`config.mk`:
```
export PLATFORM = sky130hd
export DESIGN_NAME = hazard_ctrl_flat
export DESIGN_NICKNAME = d
export VERILOG_FILES = /design/src/rtl/hazard_ctrl_pkg.sv /design/src/rtl/hazard_ctrl_if.sv /design/src/rtl/hazard_ctrl_sat_counter.sv /design/src/rtl/hazard_ctrl.sv /design/src/flat_wrapper.sv
export SDC_FILE = /design/constraint.sdc
export NUM_CORES = 1
export LEC_CHECK = 0
export ABC_AREA = 0
export CAP_MARGIN = 10
export CORE_UTILIZATION = 50
export DETAILED_ROUTE_END_ITERATION = 7
export PLACE_DENSITY = 0.92
export SLEW_MARGIN = 10
export SYNTH_ARGS = -nofsm -noshare
export SYNTH_HDL_FRONTEND = slang
export SYNTH_SLANG_ARGS = --single-unit
```
`constraint.sdc`:
```
create_clock -name clk -period 3.4 [get_ports clk]
set_clock_uncertainty 0.15 [all_clocks]
set_input_delay 0.68 -clock clk [delete_from_list [all_inputs] [get_ports clk]]
set_output_delay 0.68 -clock clk [all_outputs]
set_load 0.1 [all_outputs]
```
`src/rtl/hazard_ctrl_pkg.sv`:
```
// hazard_ctrl_pkg
// Shared definitions for the pipeline hazard controller: the controller state
// encoding, the x0 register constant and the load-use detection function.
package hazard_ctrl_pkg;

    typedef enum logic [1:0] {
        ST_INIT    = 2'd0,
        ST_RUN     = 2'd1,
        ST_WAIT    = 2'd2,
        ST_RELEASE = 2'd3
    } state_t;

    // Hard-wired zero register; a load targeting it never creates a hazard.
    localparam logic [4:0] REG_X0 = 5'd0;

    // True when the ID instruction reads a register the EX load is about to write.
    function automatic logic is_load_use(
        input logic       mem_read,
        input logic [4:0] rd,
        input logic [4:0] rs1,
        input logic       use_rs1,
        input logic [4:0] rs2,
        input logic       use_rs2
    );
        return mem_read && (rd != REG_X0) &&
               ((use_rs1 && (rs1 == rd)) || (use_rs2 && (rs2 == rd)));
    endfunction

endpackage

```
`src/rtl/hazard_ctrl_if.sv`:
```
// hazard_ctrl_if
// Bundle between the 5-stage datapath and the hazard controller.
//   Hazard inputs : id_rs1, id_rs2, id_use_rs1, id_use_rs2, ex_rd,
//                   ex_mem_read, ex_redirect, mem_periph
//   Control outs  : pc_en, if_id_en, id_ex_en, ex_mem_en, mem_wb_en,
//                   if_id_flush, id_ex_flush, ex_mem_flush, pc_sel
//   Perf counters : stall_cnt, flush_cnt
// master = datapath side, slave = hazard controller.
interface hazard_ctrl_if #(
    parameter int CNT_WIDTH = 16
);
    logic [4:0]           id_rs1;
    logic [4:0]           id_rs2;
    logic                 id_use_rs1;
    logic                 id_use_rs2;
    logic [4:0]           ex_rd;
    logic                 ex_mem_read;
    logic                 ex_redirect;
    logic                 mem_periph;

    logic                 pc_en;
    logic                 if_id_en;
    logic                 id_ex_en;
    logic                 ex_mem_en;
    logic                 mem_wb_en;
    logic                 if_id_flush;
    logic                 id_ex_flush;
    logic                 ex_mem_flush;
    logic                 pc_sel;
    logic [CNT_WIDTH-1:0] stall_cnt;
    logic [CNT_WIDTH-1:0] flush_cnt;

    modport master (
        output id_rs1, id_rs2, id_use_rs1, id_use_rs2, ex_rd,
               ex_mem_read, ex_redirect, mem_periph,
        input  pc_en, if_id_en, id_ex_en, ex_mem_en, mem_wb_en,
               if_id_flush, id_ex_flush, ex_mem_flush, pc_sel,
               stall_cnt, flush_cnt
    );

    modport slave (
        input  id_rs1, id_rs2, id_use_rs1, id_use_rs2, ex_rd,
               ex_mem_read, ex_redirect, mem_periph,
        output pc_en, if_id_en, id_ex_en, ex_mem_en, mem_wb_en,
               if_id_flush, id_ex_flush, ex_mem_flush, pc_sel,
               stall_cnt, flush_cnt
    );

endinterface

```
`src/rtl/hazard_ctrl_sat_counter.sv`:
```
// hazard_ctrl_sat_counter
// Event counter that sticks at all-ones instead of wrapping.
//   clk   : clock, rising edge
//   rst_n : asynchronous active-low clear
//   inc   : count one event this cycle
//   count : current value
module hazard_ctrl_sat_counter #(
    parameter int WIDTH = 16
) (
    input  logic             clk,
    input  logic             rst_n,
    input  logic             inc,
    output logic [WIDTH-1:0] count
);

    always_ff @(posedge clk or negedge rst_n) begin
        if (!rst_n) begin
            count <= '0;
        end else if (inc && (count != '1)) begin
            count <= count + WIDTH'(1);
        end
    end

endmodule

```
`src/rtl/hazard_ctrl.sv`:
```
// hazard_ctrl
// Pipeline control for the 5-stage RV32I datapath. Produces PC / pipeline
// register enables and flushes for load-use stalls, EX redirects and
// multi-cycle peripheral accesses in MEM, plus saturating perf counters.
//   clk   : clock, rising edge
//   reset : asynchronous active-low reset
//   hz    : hazard_ctrl_if slave (hazard inputs, control outputs, counters)
module hazard_ctrl
    import hazard_ctrl_pkg::*;
#(
    parameter int WAIT_CYCLES = 2,
    parameter int CNT_WIDTH   = 16
) (
    input  logic         clk,
    input  logic         reset,
    hazard_ctrl_if.slave hz
);

    // The access cycle in RUN is the first stall, so the counter covers the rest.
    localparam logic [3:0] WAIT_LOAD   = 4'(WAIT_CYCLES - 1);
    localparam state_t     PERIPH_NEXT = (WAIT_CYCLES == 1) ? ST_RELEASE : ST_WAIT;

    state_t               state;
    state_t               state_nxt;
    logic [3:0]           wait_cnt;
    logic [3:0]           wait_cnt_nxt;

    logic                 load_use;
    logic                 redirect_fire;
    logic                 stall_inc;

    logic                 pc_en;
    logic                 if_id_en;
    logic                 id_ex_en;
    logic                 ex_mem_en;
    logic                 mem_wb_en;
    logic                 if_id_flush;
    logic                 id_ex_flush;
    logic                 ex_mem_flush;
    logic                 pc_sel;
    logic [CNT_WIDTH-1:0] stall_cnt;
    logic [CNT_WIDTH-1:0] flush_cnt;

    assign load_use = is_load_use(hz.ex_mem_read, hz.ex_rd,
                                  hz.id_rs1, hz.id_use_rs1,
                                  hz.id_rs2, hz.id_use_rs2);

    always_ff @(posedge clk or negedge reset) begin
        if (!reset) begin
            state    <= ST_INIT;
            wait_cnt <= '0;
        end else begin
            state    <= state_nxt;
            wait_cnt <= wait_cnt_nxt;
        end
    end

    always_comb begin
        state_nxt     = state;
        wait_cnt_nxt  = wait_cnt;
        redirect_fire = 1'b0;
        pc_en         = 1'b1;
        if_id_en      = 1'b1;
        id_ex_en      = 1'b1;
        ex_mem_en     = 1'b1;
        mem_wb_en     = 1'b1;
        if_id_flush   = 1'b0;
        id_ex_flush   = 1'b0;
        ex_mem_flush  = 1'b0;
        pc_sel        = 1'b0;

        case (state)
            ST_INIT: begin
                pc_en        = 1'b0;
                if_id_en     = 1'b0;
                id_ex_en     = 1'b0;
                ex_mem_en    = 1'b0;
                mem_wb_en    = 1'b0;
                if_id_flush  = 1'b1;
                id_ex_flush  = 1'b1;
                ex_mem_flush = 1'b1;
                state_nxt    = ST_RUN;
            end

            ST_WAIT: begin
                // Front of the pipe frozen; MEM keeps presenting to WB while the
                // datapath squashes the write. Redirect/load-use stay frozen too.
                pc_en     = 1'b0;
                if_id_en  = 1'b0;
                id_ex_en  = 1'b0;
                ex_mem_en = 1'b0;
                wait_cnt_nxt = wait_cnt - 4'd1;
                if (wait_cnt == 4'd1) begin
                    state_nxt = ST_RELEASE;
                end
            end

            ST_RUN, ST_RELEASE: begin
                // In RELEASE mem_periph is the finishing access, not a new one.
                if ((state == ST_RUN) && hz.mem_periph) begin
                    pc_en        = 1'b0;
                    if_id_en     = 1'b0;
                    id_ex_en     = 1'b0;
                    ex_mem_en    = 1'b0;
                    wait_cnt_nxt = WAIT_LOAD;
                    state_nxt    = PERIPH_NEXT;
                end else begin
                    if (hz.ex_redirect) begin
                        pc_sel        = 1'b1;
                        if_id_flush   = 1'b1;
                        id_ex_flush   = 1'b1;
                        redirect_fire = 1'b1;
                    end else if (load_use) begin
                        pc_en       = 1'b0;
                        if_id_en    = 1'b0;
                        id_ex_flush = 1'b1;
                    end
                    state_nxt = ST_RUN;
                end
            end

            default: begin
                state_nxt = ST_INIT;
            end
        endcase
    end

    // INIT holds the PC too, but that is start-up, not a pipeline stall.
    assign stall_inc = !pc_en && (state != ST_INIT);

    hazard_ctrl_sat_counter #(
        .WIDTH (CNT_WIDTH)
    ) u_stall_cnt (
        .clk   (clk),
        .rst_n (reset),
        .inc   (stall_inc),
        .count (stall_cnt)
    );

    hazard_ctrl_sat_counter #(
        .WIDTH (CNT_WIDTH)
    ) u_flush_cnt (
        .clk   (clk),
        .rst_n (reset),
        .inc   (redirect_fire),
        .count (flush_cnt)
    );

    assign hz.pc_en        = pc_en;
    assign hz.if_id_en     = if_id_en;
    assign hz.id_ex_en     = id_ex_en;
    assign hz.ex_mem_en    = ex_mem_en;
    assign hz.mem_wb_en    = mem_wb_en;
    assign hz.if_id_flush  = if_id_flush;
    assign hz.id_ex_flush  = id_ex_flush;
    assign hz.ex_mem_flush = ex_mem_flush;
    assign hz.pc_sel       = pc_sel;
    assign hz.stall_cnt    = stall_cnt;
    assign hz.flush_cnt    = flush_cnt;

endmodule

```
`src/flat_wrapper.sv`:
```
// flat-port wrapper written by rule: the top's interface ports become plain ports
module hazard_ctrl_flat import hazard_ctrl_pkg::*;
#(
    parameter int WAIT_CYCLES = 2,
    parameter int CNT_WIDTH   = 16
)
  (clk, reset, hz_id_rs1, hz_id_rs2, hz_id_use_rs1, hz_id_use_rs2, hz_ex_rd, hz_ex_mem_read, hz_ex_redirect, hz_mem_periph, hz_pc_en, hz_if_id_en, hz_id_ex_en, hz_ex_mem_en, hz_mem_wb_en, hz_if_id_flush, hz_id_ex_flush, hz_ex_mem_flush, hz_pc_sel, hz_stall_cnt, hz_flush_cnt);
  hazard_ctrl_if #(.CNT_WIDTH(CNT_WIDTH)) hz_i ();
  input  logic clk;
  input  logic reset;
  input wire logic [$bits(hz_i.id_rs1)-1:0] hz_id_rs1;
  input wire logic [$bits(hz_i.id_rs2)-1:0] hz_id_rs2;
  input wire logic [$bits(hz_i.id_use_rs1)-1:0] hz_id_use_rs1;
  input wire logic [$bits(hz_i.id_use_rs2)-1:0] hz_id_use_rs2;
  input wire logic [$bits(hz_i.ex_rd)-1:0] hz_ex_rd;
  input wire logic [$bits(hz_i.ex_mem_read)-1:0] hz_ex_mem_read;
  input wire logic [$bits(hz_i.ex_redirect)-1:0] hz_ex_redirect;
  input wire logic [$bits(hz_i.mem_periph)-1:0] hz_mem_periph;
  output wire logic [$bits(hz_i.pc_en)-1:0] hz_pc_en;
  output wire logic [$bits(hz_i.if_id_en)-1:0] hz_if_id_en;
  output wire logic [$bits(hz_i.id_ex_en)-1:0] hz_id_ex_en;
  output wire logic [$bits(hz_i.ex_mem_en)-1:0] hz_ex_mem_en;
  output wire logic [$bits(hz_i.mem_wb_en)-1:0] hz_mem_wb_en;
  output wire logic [$bits(hz_i.if_id_flush)-1:0] hz_if_id_flush;
  output wire logic [$bits(hz_i.id_ex_flush)-1:0] hz_id_ex_flush;
  output wire logic [$bits(hz_i.ex_mem_flush)-1:0] hz_ex_mem_flush;
  output wire logic [$bits(hz_i.pc_sel)-1:0] hz_pc_sel;
  output wire logic [$bits(hz_i.stall_cnt)-1:0] hz_stall_cnt;
  output wire logic [$bits(hz_i.flush_cnt)-1:0] hz_flush_cnt;
  assign hz_i.id_rs1 = hz_id_rs1;
  assign hz_i.id_rs2 = hz_id_rs2;
  assign hz_i.id_use_rs1 = hz_id_use_rs1;
  assign hz_i.id_use_rs2 = hz_id_use_rs2;
  assign hz_i.ex_rd = hz_ex_rd;
  assign hz_i.ex_mem_read = hz_ex_mem_read;
  assign hz_i.ex_redirect = hz_ex_redirect;
  assign hz_i.mem_periph = hz_mem_periph;
  assign hz_pc_en = hz_i.pc_en;
  assign hz_if_id_en = hz_i.if_id_en;
  assign hz_id_ex_en = hz_i.id_ex_en;
  assign hz_ex_mem_en = hz_i.ex_mem_en;
  assign hz_mem_wb_en = hz_i.mem_wb_en;
  assign hz_if_id_flush = hz_i.if_id_flush;
  assign hz_id_ex_flush = hz_i.id_ex_flush;
  assign hz_ex_mem_flush = hz_i.ex_mem_flush;
  assign hz_pc_sel = hz_i.pc_sel;
  assign hz_stall_cnt = hz_i.stall_cnt;
  assign hz_flush_cnt = hz_i.flush_cnt;
  hazard_ctrl #(.WAIT_CYCLES(WAIT_CYCLES), .CNT_WIDTH(CNT_WIDTH)) u_core (.clk(clk), .reset(reset), .hz(hz_i));
endmodule
```
[Word-level counts from Yosys, hierarchy flattened]
Cells that the tools add are included.
Word-level totals
  word-level logic and storage cells: 55
  output and inout port bits: 41
  register bits: 38
Operators by class
  reduce and logical (&&, ||, !) cells: 17
  $add $sub $neg: 3
  muxes and demuxes: 21
  eq/ne operators: 10
Operator list (count)
  adder 16 x 1 -> 16 bit (second input constant): 2
  inequality test 16 bit (second input constant): 2
  two-way mux 1 bit: 12
  == test 5 bit: 2
  logical AND 1 bit: 8
  case mux 1 bit (2 select lines): 4
  case mux 4 bit (2 select lines): 1
  case mux 2 bit (3 select lines): 1
  nonzero test 5 bit: 1
  == test 2 bit (second input constant): 2
  == test 4 x 1 -> 1 bit (second input constant): 1
  two-way mux 2 bit: 2
  two-way mux 4 bit: 1
  inequality test 2 x 1 -> 1 bit (second input constant): 2
  nonzero test 2 bit: 2
  OR reduction 2 bit: 2
  subtractor 4 x 1 -> 4 bit (second input constant): 1
  == test 2 x 1 -> 1 bit (second input constant): 1
  logical NOT 2 bit: 1
  AND reduction 2 bit: 1
  logical NOT 1 bit: 1
  logical OR 1 bit: 1

[Depth between registers and ports, before layout]
Gate-level depths: netlist (run 1).
  word-level depth: 11
  depth in mapped cells: 8

[Modules after synthesis]
Synthesis (run 1) repeated with hierarchy kept, for this count alone.
Second synthesis, totals
  cell total of the unflattened synthesis: 207
  area total of the unflattened synthesis: 2178.3 µm²
Modules (own cells, without submodules)
  hazard_ctrl_sat_counter at u_core.u_flush_cnt: area an instance 859.6 µm², times used 1, cells an instance 72, sequential area each 400.4 µm²
  hazard_ctrl_sat_counter at u_core.u_stall_cnt: area an instance 808.3 µm², times used 1, cells an instance 74, sequential area each 400.4 µm²
  hazard_ctrl: area an instance 510.5 µm², times used 1, cells an instance 61, sequential area each 150.1 µm²

[Worst setup path after synthesis (run 1)]
OpenSTA, ideal clock, no wires.
  kind: input -> output
  from: input hz_ex_rd[0]
  to: output hz_pc_en
  buffers on the path: 1
  data required time: 2.570 ns
  stages: 6
  setup slack: -0.729 ns
  arrival time: 3.299 ns
  path through: or4_1 > o21a_1 > nand2_1 > nor2_1 > nor2_1 > buf_4
Between the ends
  word-level cells in the longest chain between the ends: 8
RTL lines
  from (decl): RTL line flat_wrapper.sv:15  | input wire logic [$bits(hz_i.ex_rd)-1:0] hz_ex_rd;
  == test 5 bit: RTL line hazard_ctrl_pkg.sv:26  | ((use_rs1 && (rs1 == rd)) || (use_rs2 && (rs2 == rd)));
  logical AND 1 bit: RTL line hazard_ctrl_pkg.sv:26
  logical OR 1 bit: RTL line hazard_ctrl_pkg.sv:26
  logical AND 1 bit *: RTL line hazard_ctrl_pkg.sv:25  | return mem_read && (rd != REG_X0) &&
  two-way mux 1 bit * (3 in series)
  case mux 1 bit (2 select lines) *
  to (decl): RTL line flat_wrapper.sv:19  | output wire logic [$bits(hz_i.pc_en)-1:0] hz_pc_en;
Every way passes the cells marked *; elsewhere a longest branch is shown, timed or not.

[Worst setup path after layout (run 1)]
  from: input hz_ex_rd[2]
  to: output hz_if_id_en
Between the ends
  word-level cells in the longest chain between the ends: 8
RTL lines
  == test 5 bit: RTL line hazard_ctrl_pkg.sv:26
  logical AND 1 bit: RTL line hazard_ctrl_pkg.sv:26
  logical OR 1 bit: RTL line hazard_ctrl_pkg.sv:26
  logical AND 1 bit *: RTL line hazard_ctrl_pkg.sv:25
  two-way mux 1 bit *: RTL line hazard_ctrl.sv:113  | end else if (load_use) begin
  two-way mux 1 bit *: RTL line hazard_ctrl.sv:108  | if (hz.ex_redirect) begin
  two-way mux 1 bit *: RTL line hazard_ctrl.sv:100  | if ((state == ST_RUN) && hz.mem_periph) begin
  case mux 1 bit (2 select lines) *: RTL line hazard_ctrl.sv:72  | case (state)
  to (decl): RTL line flat_wrapper.sv:20  | output wire logic [$bits(hz_i.if_id_en)-1:0] hz_if_id_en;
Marks and branches as above.

==> results of run 1 <==
[Yosys cell counts]
| library cell | number | area (sq um) |
|---|---|---|
| sky130_fd_sc_hd__a21oi_1 | 5 | 25.0 |
| sky130_fd_sc_hd__nand2b_4 | 1 | 13.8 |
| sky130_fd_sc_hd__nand2_1 | 21 | 78.8 |
| sky130_fd_sc_hd__nor4_1 | 4 | 25.0 |
| sky130_fd_sc_hd__o21ai_0 | 2 | 10.0 |
| sky130_fd_sc_hd__nand3b_2 | 1 | 11.3 |
| sky130_fd_sc_hd__buf_2 | 2 | 10.0 |
| sky130_fd_sc_hd__a211oi_1 | 1 | 7.51 |
| sky130_fd_sc_hd__o22ai_1 | 2 | 12.5 |
| sky130_fd_sc_hd__clkbuf_1 | 1 | 3.75 |
| sky130_fd_sc_hd__or4_1 | 1 | 7.51 |
| sky130_fd_sc_hd__nor3_2 | 10 | 100 |
| sky130_fd_sc_hd__ha_1 | 4 | 50.1 |
| sky130_fd_sc_hd__a311oi_1 | 1 | 8.76 |
| sky130_fd_sc_hd__xor2_1 | 22 | 193 |
| sky130_fd_sc_hd__nor2_2 | 1 | 6.26 |
| sky130_fd_sc_hd__a21oi_2 | 1 | 8.76 |
| sky130_fd_sc_hd__and2b_1 | 1 | 7.51 |
| sky130_fd_sc_hd__and4_1 | 2 | 17.5 |
| sky130_fd_sc_hd__nor3b_2 | 2 | 25.0 |
| sky130_fd_sc_hd__mux2_4 | 1 | 15.0 |
| sky130_fd_sc_hd__nand4_1 | 6 | 37.5 |
| sky130_fd_sc_hd__dfrtp_1 | 38 | 951 |
| sky130_fd_sc_hd__inv_1 | 8 | 30.0 |
| sky130_fd_sc_hd__o221ai_1 | 1 | 8.76 |
| sky130_fd_sc_hd__a21oi_4 | 1 | 16.3 |
| sky130_fd_sc_hd__nor3b_1 | 1 | 7.51 |
| sky130_fd_sc_hd__or2_2 | 1 | 6.26 |
| sky130_fd_sc_hd__o21a_1 | 1 | 7.51 |
| sky130_fd_sc_hd__and2_1 | 1 | 6.26 |
| sky130_fd_sc_hd__a41o_1 | 1 | 10.0 |
| sky130_fd_sc_hd__buf_6 | 1 | 11.3 |
| sky130_fd_sc_hd__and3_1 | 5 | 31.3 |
| sky130_fd_sc_hd__a41oi_4 | 1 | 27.5 |
| sky130_fd_sc_hd__mux2_2 | 1 | 11.3 |
| sky130_fd_sc_hd__nor2_1 | 15 | 56.3 |
| sky130_fd_sc_hd__and4_4 | 1 | 11.3 |
| sky130_fd_sc_hd__buf_4 | 3 | 22.5 |
| sky130_fd_sc_hd__nand3_1 | 12 | 60.1 |
| sky130_fd_sc_hd__xnor2_1 | 18 | 158 |
[metrics by stage]
step	hold WS, ps	instances	TNS [ps]	worst slack (ps)	total power (uW)
floorplan	234	202	-208	-208	2170
global placement	325	311	0	154	2610
detailed placement	332	311	0	137	2660
CTS	351	319	0	129	2980
global route	373	319	0	31.6	3090
finish	345	319	0	140	2960
[area by class of cell]
type / count / area (sq um)
multi-input combinational: 149 / 1090
fill: 297 / 1180
clock inverter: 1 / 5.00
tap: 50 / 62.6
timing repair buffer: 66 / 631
inverter: 8 / 30.0
clock buffer: 7 / 86.3
sequential: 38 / 951
[metal layers]
| layer | up-vias | part of all wire (%) | global-route usage (%) |
|---|---|---|---|
| li1 | 823 | - | - |
| met1 | 825 | 40 | 24.5 |
| met2 | 57 | 51 | 42.2 |
| met3 | 6 | 7.4 | 7.88 |
| met4 | 0 | 1.0 | 6.38 |
| met5 | - | 0 | 0 |
[where the power goes]
group	internal [uW]	leakage, uW	switching (uW)
Clock	164	0.0000482	154
Combinational	502	0.000790	1410
Sequential	569	0.000451	168
Total	1230	0.00129	1730
[worst register-to-register path, stage by stage (launching register included)]
cell and delay, ps:
sky130_fd_sc_hd__dfrtp_1 460, sky130_fd_sc_hd__and4_1 260, sky130_fd_sc_hd__nand2_1 90, sky130_fd_sc_hd__nor2_2 210, sky130_fd_sc_hd__a41o_1 570, sky130_fd_sc_hd__nor2_1 190, sky130_fd_sc_hd__mux2_4 320
[worst min-delay path by stage]
stage	start	to	slack, ps	cells past startpoint
floorplan	reset	u_core.state[0]	230	0
global placement	u_core.u_stall_cnt.count[7]	u_core.u_stall_cnt.count[7]	330	1
detailed placement	u_core.u_stall_cnt.count[7]	u_core.u_stall_cnt.count[7]	330	1
CTS	u_core.u_flush_cnt.count[13]	u_core.u_flush_cnt.count[13]	350	1
global route	u_core.u_flush_cnt.count[6]	u_core.u_flush_cnt.count[6]	370	1
finish	reset	u_core.u_flush_cnt.count[2]	350	1
[state kept, by name, indices dropped and copies added (netlist names)]
signal,flops
u_core.u_stall_cnt.count,16
u_core.wait_cnt,4
u_core.state,2
u_core.u_flush_cnt.count,16
[logic make-up (layout without fill, tap and decap cells)]
kind of cell	after synthesis	count (layout)
AND/OR/NAND/NOR	86	86
flip-flops	38	38
adder cells (fa/ha/maj)	4	4
AO/OA/AOI/OAI	17	17
XOR/XNOR	40	40
buffers and inverters	15	82
multiplexers	2	2
==> results.cfg, run 1 <==
[final_layout]
layout.core_utilization_pct = 70.8
layout-area-overhead-vs-synth_pct = 35.4
nNetsFinal = 294
final_layout_size_suffix_gt1_share_pct = 28.6
layout.cell_area.non_filler_sq_um = 2850
most_used_cells_in_the_layout_excluding_fill_and_tap_cells = 38 x sky130_fd_sc_hd__buf_4, 38 x sky130_fd_sc_hd__dfrtp_1, 22 x sky130_fd_sc_hd__xor2_1
antennaDiodeCount = 0

[cts]
cts_tree = built
clk_latency_ps = 290
clk_path_buf_depth = 2
holdBufCountCts = 0
clk_transition_reported_paths_ps = 70
cts_inserted_buffers = 5
cts_max_level = 2
cts_sinks = 38
cts_repair_resize_count = 0
clock-root-buffer = sky130_fd_sc_hd__clkbuf_8
post_cts.repair.setup_buffers = 0

[floorplanning]
floorplan.initialDensity_pct = 52.3
fp.dieW_microns = 66.9
placeable_core_region_sq_um = 4030
num_rows = 23
fp.dieArea_sq_um = 4480
ioPinCount = 63
die_h_microns = 66.9

[yosys]
synth.net_count = 228
post_synth_instance_area_sq_um = 2110
yosys_register_bits = 38
synth_seq_area_share_pct = 45.1
post_synth.cell_area_avg_sq_um = 10.4
synth_mux_area_share_pct = 1.25
syn-instance-count = 202
share_of_the_synthesized_area_in_compound_gates_ao_oa_aoi_oai_pct = 6.77
synth_fa_ha_area_share_pct = 2.38
synthDistinctLibCells = 40
largest_family_of_logic_cells_by_synthesized_area = simple AND/OR/NAND/NOR gates
count_of_yosys_warnings_during_synthesis = 0
synth_simple_gate_area_share_pct = 24.2
synth_xor_xnor_area_share_pct = 16.6

[critical_path]
setup_crit_end_kind = output port
crit_path_start = hz_ex_rd[2]
timing.critical_path.from_type = input port
ff2ff_setup_slack_ps = 1030
timing.critical_path.buf_inv = 2
cpMaxStageDelayCell = sky130_fd_sc_hd__or4_1
rr_startpoint = u_core.u_stall_cnt.count[4]
worst-path-stages = 7
critical_path_arrival_ps = 2430
reg2reg_depth = 6
critical_path.max_fanout = 3
cp_slowest_stage_delay_ps = 480
worstPathCellList = clkdlybuf4s50_1 > or4_1 > o21a_1 > nand2_1 > nor2_1 > nor2_2 > buf_12
crit_family = simple AND/OR/NAND/NOR gates
critPathCapture = hz_if_id_en
regToRegEndpoint = u_core.u_stall_cnt.count[1]
critical_path_required_ps = 2570
worstSetupPathType = in2out

[timing]
min_period_over_period_pct = 95.9
setup-violations-final = 0
relSlewSlack_pct = 44.0
timing_hold_violations_final = 0
final-max-slew-violation-count = 0
worst-slew-pin-transition_ps = 840
max_freq_mhz = 307
rsz0062_at_grt = false
final_period_minus_worst_setup_slack_ps = 3260

[run_status]
status = finished clean

[detailed_routing]
ant_nets = 0
drt_iter0_markers = 78
drc = 0
number_of_vias_in_the_routed_layout = 1711
wl_per_cell_microns = 14.4
dr.pass1.iters = 4
route.final.wire_length_microns = 4580
route.detailed.vias_per_inst = 5.36

[job]
maxCapViolations = 0

[placed_design]
final_gp_congestion = 0.759
placed_wire_length_estimate_microns = 3520
placement.cell_area_sq_um = 2760
io_buffers = 62

[grt]
wire_length_of_the_first_global_routing_pass_microns = 7560
initial_antenna_violation_count = 0
grt_max_degree = 39
via_count_of_the_first_global_routing_pass = 1699
grt_usage_pct = 22.9
leftover_overflow_at_the_end_of_global_routing = 0

[power]
worst_ir_drop_on_vdd_uv = 797
power_density_nw_per_um2 = 1040
leakage_uw = 0.00129

[worst_hold_path]
min-delay-path-class = in2async
No activity file was read; power rests on OpenSTA's default activity.
==> inputs of run 2 (changes only) <==
- ABC_CLOCK_PERIOD_IN_PS: not set -> 3400
==> results of run 2 <==
No change in the layout: final DEF, timing and power equal those of run 1.
==> inputs of run 3 (changes only) <==
- CAP_MARGIN: 10 -> 20
==> results of run 3 <==
No change in the layout: final DEF, timing and power equal those of run 1.
==> RTL edit 1: new RTL, settings of run 2 <==
`CNT_WIDTH` is set to 16 in 3 places; all go to 32.
--- a/src/rtl/hazard_ctrl_if.sv
+++ b/src/rtl/hazard_ctrl_if.sv
@@ -8,5 +8,5 @@
 // master = datapath side, slave = hazard controller.
 interface hazard_ctrl_if #(
-    parameter int CNT_WIDTH = 16
+    parameter int CNT_WIDTH = 32
 );
     logic [4:0]           id_rs1;
--- a/src/rtl/hazard_ctrl.sv
+++ b/src/rtl/hazard_ctrl.sv
@@ -10,5 +10,5 @@
 #(
     parameter int WAIT_CYCLES = 2,
-    parameter int CNT_WIDTH   = 16
+    parameter int CNT_WIDTH   = 32
 ) (
     input  logic         clk,
--- a/src/flat_wrapper.sv
+++ b/src/flat_wrapper.sv
@@ -3,5 +3,5 @@
 #(
     parameter int WAIT_CYCLES = 2,
-    parameter int CNT_WIDTH   = 16
+    parameter int CNT_WIDTH   = 32
 )
   (clk, reset, hz_id_rs1, hz_id_rs2, hz_id_use_rs1, hz_id_use_rs2, hz_ex_rd, hz_ex_mem_read, hz_ex_redirect, hz_mem_periph, hz_pc_en, hz_if_id_en, hz_id_ex_en, hz_ex_mem_en, hz_mem_wb_en, hz_if_id_flush, hz_id_ex_flush, hz_ex_mem_flush, hz_pc_sel, hz_stall_cnt, hz_flush_cnt);
Interface: changed (resized hz_flush_cnt and hz_stall_cnt); port bits go from 63 to 95. No check against the original RTL was run, so the function may have changed too.
==> RTL edit 1 against run 2 <==
Worst setup slack worse by 40 ps; utilization down 1.2 points; worst hold slack worse by 200 ps; die area up 68%; routed wire length up 81%; total power up 21%; critical endpoint unchanged; design area up 68%; highest routed layer unchanged; synthesized area up 71%; sequential cell count up 32.
==> RTL edit 1: results (changes against run 2) <==
stage;metric;value;unit;change
synth;top cells by area, synth;dfrtp_1 (49%), xnor2_1 (9.7%), xor2_1 (7.8%);;
global_route;vias in the first global route;2980;;+75%
pwr;Leakage;2.020;nW;+57%
cells_and_area;leading registers by flop count;u_core.u_flush_cnt.count x32, u_core.u_stall_cnt.count x32, u_core.wait_cnt x4;;
cells_and_area;fillcell total;525;;+77%
cells_and_area;fin cells;549;;+72%
synth;library cells used by synthesis;41;;+2.5%
worst_setup_path;worst reg-to-reg path cell count;7;;+1
synth;Synth top cells by count;dfrtp_1 (70), xnor2_1 (40), nand2_1 (32), xor2_1 (32), nand3_1 (23);;
placement;placed insts;533;;+71%
global_route;first-pass GRT wire length;13840;µm;+83%
clocking;CTS Buf Count;9;;+4
worst_setup_path;reg2reg setup slack;690;ps;-340 ps
drt;Initial DRC Count;164;;+110%
worst_setup_path;Crit path max-delay family;buffers and inverters;;
drt;1st-pass router iterations;5;;+1
placement;HPWL Detailed;6204;µm;+76%
status;status;finished clean;;
cells_and_area;# nets final;474;;+61%
placement;gpl congestion;0.8181;;+7.8%
cells_and_area;share of layout cells above drive strength 1;24.06;%;-4.6 points
worst_setup_path;Critical Path Start;hz_ex_rd[3];;
worst_setup_path;Critical Path Max Stage Delay;510;ps;+30 ps
timing;Slew @ Worst Pin;690.2;ps;-149.4 ps
drt;WL met1;3530;µm;+91%
synth;post-synthesis sequential area ratio;48.68;%;+3.5 points
global_route;largest net degree at the start of global routing;30;;-23%
drt;Met3 Routed Length;400;µm;+18%
synth;Post-Synthesis Cells;348;;+72%
placement;PortBufs;94;;+52%
worst_setup_path;worst reg2reg startpoint;u_core.u_stall_cnt.count[6];;
clocking;Skew-Pair Late Insertion Delay;340;ps;+50 ps
worst_setup_path;critical path peak fanout;4;;+1
[RTL edit 1: changes by cell type after synthesis, sizes merged, moves of 3 or more]
cell / run 2 / this run
dfrtp: 38 / 70
xnor2: 18 / 40
nand4: 6 / 23
nor4: 4 / 19
nand2: 21 / 32
nand3: 12 / 23
xor2: 22 / 32
nor3: 10 / 17
and3: 5 / 11
buf: 6 / 9
inv: 8 / 11
or4: 1 / 4
[RTL edit 1: per-layer routing]
metal	up-vias	global-route usage [%]
met3	23	3.905
met4	0	11.82
met2	106	38.30
met5	-	0
li1	1425	-
met1	1482	30.60
[RTL edit 1: power breakdown]
group	internal, mW	switching, mW
Clock	0.379	0.315
Combinational	0.501	1.32
Sequential	0.934	0.141
Total	1.81	1.78
[RTL edit 1: kinds of logic (layout without fill, tap and decap cells)]
family	after synthesis	in the layout	synth area share [%]
and+or+nand+nor	159	159	25.52
xor gates and xnor gates	72	72	17.52
DFF	70	70	48.68
buffers and inverters	23	128	3.025
AOI/OAI and AO/OA	18	18	3.130
adders and majority gates	4	4	1.391
muxes	2	2	0.7300
[RTL edit 1: final cells by class]
cell class / count / share of cell area, %
Sequential cell: 70 / 36.62
Multi-Input combinational cell: 255 / 36.46
Timing Repair Buffer: 101 / 19.20
Clock buffer: 11 / 3.165
Tap cell: 96 / 2.511
Clock inverter: 5 / 1.177
Inverter: 11 / 0.8632
[RTL edit 1: how the worst min path moves through the flow]
stage	start	to	slack, ps	cells past startpoint
after floorplan	reset	u_core.state[0]	230	0
after global placement	u_core.u_flush_cnt.count[13]	u_core.u_flush_cnt.count[13]	330	1
after detailed placement	u_core.u_flush_cnt.count[13]	u_core.u_flush_cnt.count[13]	340	1
after CTS	reset	u_core.u_flush_cnt.count[27]	150	1
after global routing	reset	u_core.u_flush_cnt.count[26]	190	1
final	reset	u_core.u_flush_cnt.count[27]	140	1
[RTL edit 1: per-stage QoR]
step	hold slack, ps	utilization (%)	setup slack, ps	cell area, µm²	power (mW)
global placement	331.8	66.61	104.4	4576	2.876
detailed placement	338.8	66.61	73.21	4576	2.914
global route	187.4	69.64	1.532	4783	3.742
finish	142.5	69.64	100.3	4783	3.594
floorplan	234.4	-	140.2	3605	2.410
CTS	151.4	69.64	73.14	4783	3.609
==> RTL edit 2: new RTL, flow settings as in run 2 <==
Made on the original files. The 4 states of `state_t` get a one-hot encoding in 4 bits.
--- a/src/rtl/hazard_ctrl_pkg.sv
+++ b/src/rtl/hazard_ctrl_pkg.sv
@@ -4,9 +4,9 @@
 package hazard_ctrl_pkg;
 
-    typedef enum logic [1:0] {
-        ST_INIT    = 2'd0,
-        ST_RUN     = 2'd1,
-        ST_WAIT    = 2'd2,
-        ST_RELEASE = 2'd3
+    typedef enum logic [3:0] {
+        ST_INIT    = 4'b0001,
+        ST_RUN     = 4'b0010,
+        ST_WAIT    = 4'b0100,
+        ST_RELEASE = 4'b1000
     } state_t;
 
Check against the original RTL: same outputs for any inputs over 10 cycles, from zero or initial values and one cycle with reset low; not proved beyond that.
==> RTL edit 2 against run 2 <==
Via count rose by 6.3%; routed wire length rose by 3.8%; design area rose by 4.9%; total power fell by 11%; sequential cell count rose by 2; worst setup slack got worse by 46 ps; synthesized area rose by 2.3%; sequential power fell by 12%; die area rose by 2.3%; fmax fell by 1.4%; critical path type unchanged; critical endpoint unchanged.
==> RTL edit 2: results (changes against run 2) <==
stage;metric;value;unit;change
synth;Net Count, Synth;239;;+4.8%
worst_setup_path;critical path peak fanout;2;;-1
cells_and_area;Non-CTS inverters;11;;+3
cells_and_area;# nets final;311;;+5.8%
worst_hold_path;Hold Crit Class;reg -> reg;;
floorplanning;starting density of the core;53.13;%;+0.83 points
cells_and_area;leading registers by flop count;u_core.u_flush_cnt.count x16, u_core.u_stall_cnt.count x16;;
timing;Fin Hold WS;338.1;ps;-7.251 ps
global_route;Total GRT Usage;23.02;%;+0.084 points
synth;Syn Area/Cell;10.12;µm²;-3.0%
clocking;CTS Sinks;40;;+5.3%
cells_and_area;fin cells;336;;+5.3%
cells_and_area;P&R area growth vs syn;38.83;%;
worst_setup_path;Critical Path Max Stage Delay;540;ps;+60 ps
cells_and_area;share of layout cells above drive strength 1;27.27;%;-1.4 points
synth;Synth top cells by count;dfrtp_1 (39), xnor2_1 (22), nand2_1 (21), xor2_1 (21), nor2_1 (12);;
worst_setup_path;Worst EP arrival;2480;ps;+50 ps
timing;setup slack after layout;94.63;ps;-45.57 ps
worst_setup_path;worst reg2reg startpoint;u_core.state[1];;
placement;gpl congestion;0.7637;;+0.65%
synth;library cells used by synthesis;37;;-7.5%
worst_setup_path;worst reg-to-reg path cell count;7;;+1
status;status;finished clean;;
global_route;first-pass GRT wire length;7638;µm;+1.1%
placement;Cell Area, Placed;0.002867;mm²;+3.8%
cells_and_area;Plain + repair buffers;71;;+7.6%
global_route;vias in the first global route;1766;;+3.9%
floorplanning;Die Wd;67.67;µm;+1.1%
cells_and_area;FF+latch area;0.001002;mm²;+5.4%
cells_and_area;non-clk buf share;22.32;%;+0.22 points
pwr;Peak VDD IR;750.4;µV;-5.9%
placement;HPWL Detailed;3523;µm;+0.20%
[RTL edit 2: per-layer routing]
layer  up-vias  share of wire (%)  global-route usage (%)
li1        872                  -                       -
met1       871                 38                   25.43
met2        65                 53                   41.83
met3        10                7.3                   5.574
met4         0                1.6                   9.043
met5         -                  0                       0
[RTL edit 2: cells by family after synthesis]
family,after synthesis,share of synthesized area [%]
multiplexers,2,1.045
adder cells (fa/ha/maj),4,2.322
AND/OR/NAND/NOR,88,22.23
flip-flops,40,46.49
XOR/XNOR,43,17.47
buffers and inverters,17,4.005
AO/OA/AOI/OAI,19,6.442
[RTL edit 2: power by group through the flow]
stage	registers [mW]	clock network, mW	logic (mW)
after global routing	0.664	0.452	1.64
after CTS	0.648	0.431	1.58
after global placement	0.651	0	1.56
final	0.649	0.423	1.58
after floorplan	0.883	0	0.919
after detailed placement	0.657	0	1.58
[RTL edit 2: what timing repair did]
item,CTS,global route
gates resized for setup,1,0
endpoints found under the setup margin,2,0
hold buffers,0,0
